`src/rtl/iob_cache_axi_refill.sv`:
```
// AXI4 read-burst line refill engine for a cache: one outstanding fill, INCR or
// critical-word-first WRAP bursts, beats streamed straight into the line RAM.
module iob_cache_axi_refill #(
  parameter int FE_ADDR_W  = 32,
  parameter int BE_DATA_W  = 32,
  parameter int LINE2MEM_W = 3,
  parameter int WRAP_EN    = 0,
  parameter int AXI_ID_W   = 1,
  parameter int AXI_ID     = 0,
  localparam int BE_BYTE_W = $clog2(BE_DATA_W / 8),
  localparam int BEATS     = 2 ** LINE2MEM_W,
  localparam int LW        = (LINE2MEM_W > 0) ? LINE2MEM_W : 1
) (
  input  logic                          clk,
  input  logic                          reset,
  input  logic                          replace_valid,
  input  logic [FE_ADDR_W-BE_BYTE_W-1:0] replace_addr,
  output logic                          replace,
  output logic                          read_valid,
  output logic [LW-1:0]                 read_addr,
  output logic [BE_DATA_W-1:0]          read_rdata,
  output logic                          fill_err,
  output logic                          axi_arvalid,
  output logic [FE_ADDR_W-1:0]          axi_araddr,
  output logic [7:0]                    axi_arlen,
  output logic [2:0]                    axi_arsize,
  output logic [1:0]                    axi_arburst,
  output logic                          axi_arlock,
  output logic [3:0]                    axi_arcache,
  output logic [2:0]                    axi_arprot,
  output logic [3:0]                    axi_arqos,
  output logic [AXI_ID_W-1:0]           axi_arid,
  input  logic                          axi_arready,
  input  logic                          axi_rvalid,
  input  logic [BE_DATA_W-1:0]          axi_rdata,
  input  logic [1:0]                    axi_rresp,
  input  logic                          axi_rlast,
  output logic                          axi_rready
);

  localparam bit WE   = (WRAP_EN == 1) && (LINE2MEM_W >= 1) && (LINE2MEM_W <= 4);
  localparam int ZB   = WE ? BE_BYTE_W : LINE2MEM_W + BE_BYTE_W;
  localparam int NB_W = LINE2MEM_W + 1;
  localparam logic [FE_ADDR_W-1:0] AR_MASK = ~((FE_ADDR_W'(1) << ZB) - FE_ADDR_W'(1));

  typedef enum logic [1:0] {IDLE, ADDR, DATA, DONE} state_t;

  state_t                         state_reg;
  logic [FE_ADDR_W-BE_BYTE_W-1:0] addr_reg;
  logic [LW-1:0]                  cnt_reg;
  logic [NB_W-1:0]                nbeats_reg;
  logic                           replace_reg, arvalid_reg, rready_reg, fill_err_reg;
  logic [LW-1:0]                  cnt_inc, cnt_load;
  logic                           beat_ok;

  generate
    if (LINE2MEM_W == 0) begin : g_single
      assign cnt_inc  = '0;
      assign cnt_load = '0;
    end else begin : g_multi
      // LW-bit add wraps modulo BEATS on its own
      assign cnt_inc  = cnt_reg + LW'(1);
      assign cnt_load = WE ? addr_reg[LW-1:0] : '0;
    end
  endgenerate

  // Beats past a full line are acknowledged but never written
  assign beat_ok    = nbeats_reg < NB_W'(BEATS);
  assign read_valid = rready_reg & axi_rvalid & beat_ok;
  assign read_addr  = cnt_reg;
  assign read_rdata = axi_rdata;

  always_ff @(posedge clk) begin
    if (reset) begin
      state_reg    <= IDLE;
      addr_reg     <= '0;
      cnt_reg      <= '0;
      nbeats_reg   <= '0;
      replace_reg  <= 1'b0;
      arvalid_reg  <= 1'b0;
      rready_reg   <= 1'b0;
      fill_err_reg <= 1'b0;
    end else begin
      case (state_reg)
        IDLE: if (replace_valid) begin
          addr_reg     <= replace_addr;
          fill_err_reg <= 1'b0;
          replace_reg  <= 1'b1;
          arvalid_reg  <= 1'b1;
          state_reg    <= ADDR;
        end
        ADDR: if (axi_arready) begin
          arvalid_reg <= 1'b0;
          rready_reg  <= 1'b1;
          cnt_reg     <= cnt_load;
          nbeats_reg  <= '0;
          state_reg   <= DATA;
        end
        DATA: if (axi_rvalid) begin
          if (axi_rresp != 2'b00) fill_err_reg <= 1'b1;
          if (beat_ok) begin
            cnt_reg    <= cnt_inc;
            nbeats_reg <= nbeats_reg + NB_W'(1);
          end
          if (axi_rlast) begin
            rready_reg <= 1'b0;
            state_reg  <= DONE;
          end
        end
        default: begin
          replace_reg <= 1'b0;
          state_reg   <= IDLE;
        end
      endcase
    end
  end

  assign replace     = replace_reg;
  assign axi_arvalid = arvalid_reg;
  assign axi_rready  = rready_reg;
  assign fill_err    = fill_err_reg;
  assign axi_araddr  = {addr_reg, {BE_BYTE_W{1'b0}}} & AR_MASK;
  assign axi_arlen   = 8'(BEATS - 1);
  assign axi_arsize  = 3'(BE_BYTE_W);
  assign axi_arburst = WE ? 2'b10 : 2'b01;
  assign axi_arlock  = 1'b0;
  assign axi_arcache = 4'b0011;
  assign axi_arprot  = 3'b010;
  assign axi_arqos   = 4'b0000;
  assign axi_arid    = AXI_ID_W'(AXI_ID);

endmodule
```
`config.mk`:
```
export PLATFORM = sky130hd
export DESIGN_NAME = iob_cache_axi_refill
export DESIGN_NICKNAME = d
export VERILOG_FILES = /design/src/rtl/iob_cache_axi_refill.sv
export SDC_FILE = /design/constraint.sdc
export NUM_CORES = 1
export LEC_CHECK = 0
export CAP_MARGIN = 20
export CORE_UTILIZATION = 34
export CTS_CLUSTER_SIZE = 24
export DETAILED_ROUTE_END_ITERATION = 10
export PLACE_DENSITY = 0.8
export SYNTH_ARGS = -nofsm -noshare
export SYNTH_HDL_FRONTEND = slang
export SYNTH_SLANG_ARGS = --single-unit
```
`constraint.sdc`:
```
create_clock -name clk -period 2.1 [get_ports clk]
set_input_delay 0.42 -clock clk [delete_from_list [all_inputs] [get_ports clk]]
set_output_delay 0.42 -clock clk [all_outputs]
set_load 0.02 [all_outputs]
```
==> results of run 1 <==
layer usage:
layer	part of all wire (%)	global-route usage (%)	up-vias
met5	0	0	-
met2	54	23.6	54
met4	2.1	6.79	0
met1	38	13.6	753
li1	-	-	815
met3	6.2	4.22	10
worst max-delay path: stages:
cell             delay [ns]
clkdlybuf4s50_1        0.49
and3_1                 0.17
dlygate4sd2_1          0.33
area by class of cell:
class | instances | area [um2] | area share [%]
Multi-Input combinational cell | 171 | 908 | 34.2
Sequential cell | 40 | 801 | 30.2
Timing Repair Buffer | 75 | 734 | 27.7
Tap cell | 75 | 93.8 | 3.54
Clock buffer | 7 | 86.3 | 3.25
Inverter | 6 | 22.5 | 0.849
Clock inverter | 1 | 7.51 | 0.283
kinds of logic after synthesis:
group / Yosys count / synth area share [%]
AND/OR/NAND/NOR: 85 / 18.3
adder cells (fa/ha/maj): 8 / 4.65
buffers and inverters: 79 / 25.6
XOR/XNOR: 4 / 1.63
multiplexers: 3 / 1.40
AO/OA/AOI/OAI: 40 / 10.9
flip-flops: 40 / 37.2
other: 2 / 0.349
Yosys cell counts (2+ instances only):
cell type / instances / area share [%]
nor2b_4: 2 / 1.3
xnor2_1: 2 / 0.81
conb_1: 2 / 0.35
inv_1: 6 / 1.0
o211ai_1: 2 / 0.70
mux2i_1: 3 / 1.4
dfxtp_1: 40 / 37
ha_1: 8 / 4.7
buf_2: 2 / 0.47
xor2_1: 2 / 0.81
nand2_1: 59 / 10
a31oi_1: 2 / 0.58
buf_4: 67 / 23
a21oi_1: 30 / 7.0
nor2_1: 12 / 2.1
clkbuf_1: 4 / 0.70
nor3_1: 2 / 0.47
where the power goes:
part	switching [mW]	internal [mW]	total [mW]
combinational	0.756	0.626	1.38
sequential	0.109	0.927	1.04
clock	0.261	0.267	0.528
total	1.13	1.82	2.95
worst min-delay path by stage:
stage | cells after the start | slack, ns | end | startpoint
final | 2 | 0.46 | addr_reg[8] | addr_reg[8]
after CTS | 2 | 0.46 | addr_reg[8] | addr_reg[8]
after global placement | 2 | 0.44 | addr_reg[16] | addr_reg[16]
after detailed placement | 2 | 0.45 | addr_reg[8] | addr_reg[8]
after floorplan | 2 | 0.43 | nbeats_reg[3] | nbeats_reg[3]
after global routing | 2 | 0.48 | addr_reg[25] | addr_reg[25]
through the flow:
stage | instances | setup WS, ns | hold slack (ns) | setup TNS, ns
final | 375 | 0.269 | 0.455 | 0
after detailed placement | 367 | 0.00272 | 0.447 | 0
after CTS | 375 | 0.261 | 0.459 | 0
after floorplan | 290 | 0.603 | 0.434 | 0
after global placement | 367 | -0.00678 | 0.442 | -0.00678
after global routing | 375 | 0.249 | 0.478 | 0
what timing repair did:
action / 4_1_cts / 5_1_grt
setup endpoints to repair: 1 / 0
endpoints found under the hold margin: 0 / 0
gates resized for setup: 1 / 0
hold buffers: 0 / 0
==> results.yml, run 1 <==
run_status:
  run_status: "finished clean"
logic_synthesis:
  synth_ff_type: "dfxtp_1"
  synth_edf_count: 0
  synth_cell_types: 33
  avgSynthCellArea_um2: 8.24
  yosysSeqAreaShare_pct: 37.2
  synth-async-reset-ratio_pct: 0
  syn-instance-count: 261
  synth_area_um2: 2150
  yosys_warnings: 0
  ys_ff_latch: 40
route:
  drtAntennaViolNets: 0
  drt_wl_total_mm: 4.35
  vias: 1632
  vias_per_cell: 4.35
  drcViolationCount: 0
  first_iter_violations: 25
  wire_per_inst_um: 11.6
  firstDrtPassIters: 4
critical_path:
  critPathLaunchType: "input pin"
  crit_type: "in2out"
  crit_path_start: "axi_rvalid"
  path_max_fanout: 2
  crit_end: "read_valid"
  r2r_cells: 6
  crit_required_ns: 1.68
  r2r-start: "state_reg[0]"
  rr_endpoint: "state_reg[1]"
  r2r_slack_ns: 0.43
  end_kind: "output pin"
  arrival_ns: 1.41
hold_path:
  hp-class: "reg2reg"
sta:
  finalCriticalPeriod_ns: 1.83
  skew_ns: 0.00801
  drv_slew: 0
  period_share_pct: 87.2
  hold_viol_final: 0
  rsz0062_at_grt: "false"
  max_freq_mhz: 546
  finalSetupViolCount: 0
die:
  io_pins: 168
  rows: 28
  die-area_um2: 6650
  core_um2: 6030
  die_h_um: 81.5
  initial_core_util_pct: 35.7
  die_x_um: 81.5
layout:
  area_growth_pct: 23.4
  final_area_um2: 2650
  diodes: 0
  layout_common_cells: "clkdlybuf4s50_1 (68), nand2_1 (59), dfxtp_1 (40)"
  largest_reg_flops: 27
  num-nets-final: 377
  final_util_pct: 44.0
  drive_above_1_share_pct: 7.00
  fill_cells: 609
  layout_commonest_cell: "clkdlybuf4s50_1"
placed_design:
  dp_hpwl_mm: 3.29
  port-buffer-count: 69
  place_congestion: 0.813
  place_area_um2: 2560
clock_network:
  cts_sinks: 40
  cts_buffers: 5
  cts_setup_buffers: 0
  cts_tree: "built"
  clk_pin_slew_ns: 0.08
  clk_latency_ns: 0.28
  clock-root-buffer: "clkbuf_8"
  htree_num_levels: 2
  cts_buffer_depth: 2
grt:
  grt_remaining_overflow: 0
  grt_pass1_vias: 1422
  grt_pass1_wl_mm: 6.54
  grt_use_total_pct: 13.2
  antenna_found_initial: 0
  grt_max_degree: 27
power:
  peakVddDrop_uv: 640
  power.density_nw_per_um2: 1110
  power.static_leakage_nw: 1.07
  power.total_mw: 2.95
flow_run:
  maxCapViolations: 0
(Power assumes the default switching activity.)
==> run 2: changes to the inputs <==
--- a/config.mk
+++ b/config.mk
@@ -13,3 +13,4 @@
 export SYNTH_ARGS = -nofsm -noshare
 export SYNTH_HDL_FRONTEND = slang
 export SYNTH_SLANG_ARGS = --single-unit
+export TNS_END_PERCENT = 10
==> results of run 2 <==
Same layout as run 1: the final DEF is identical, and so are final timing and power.
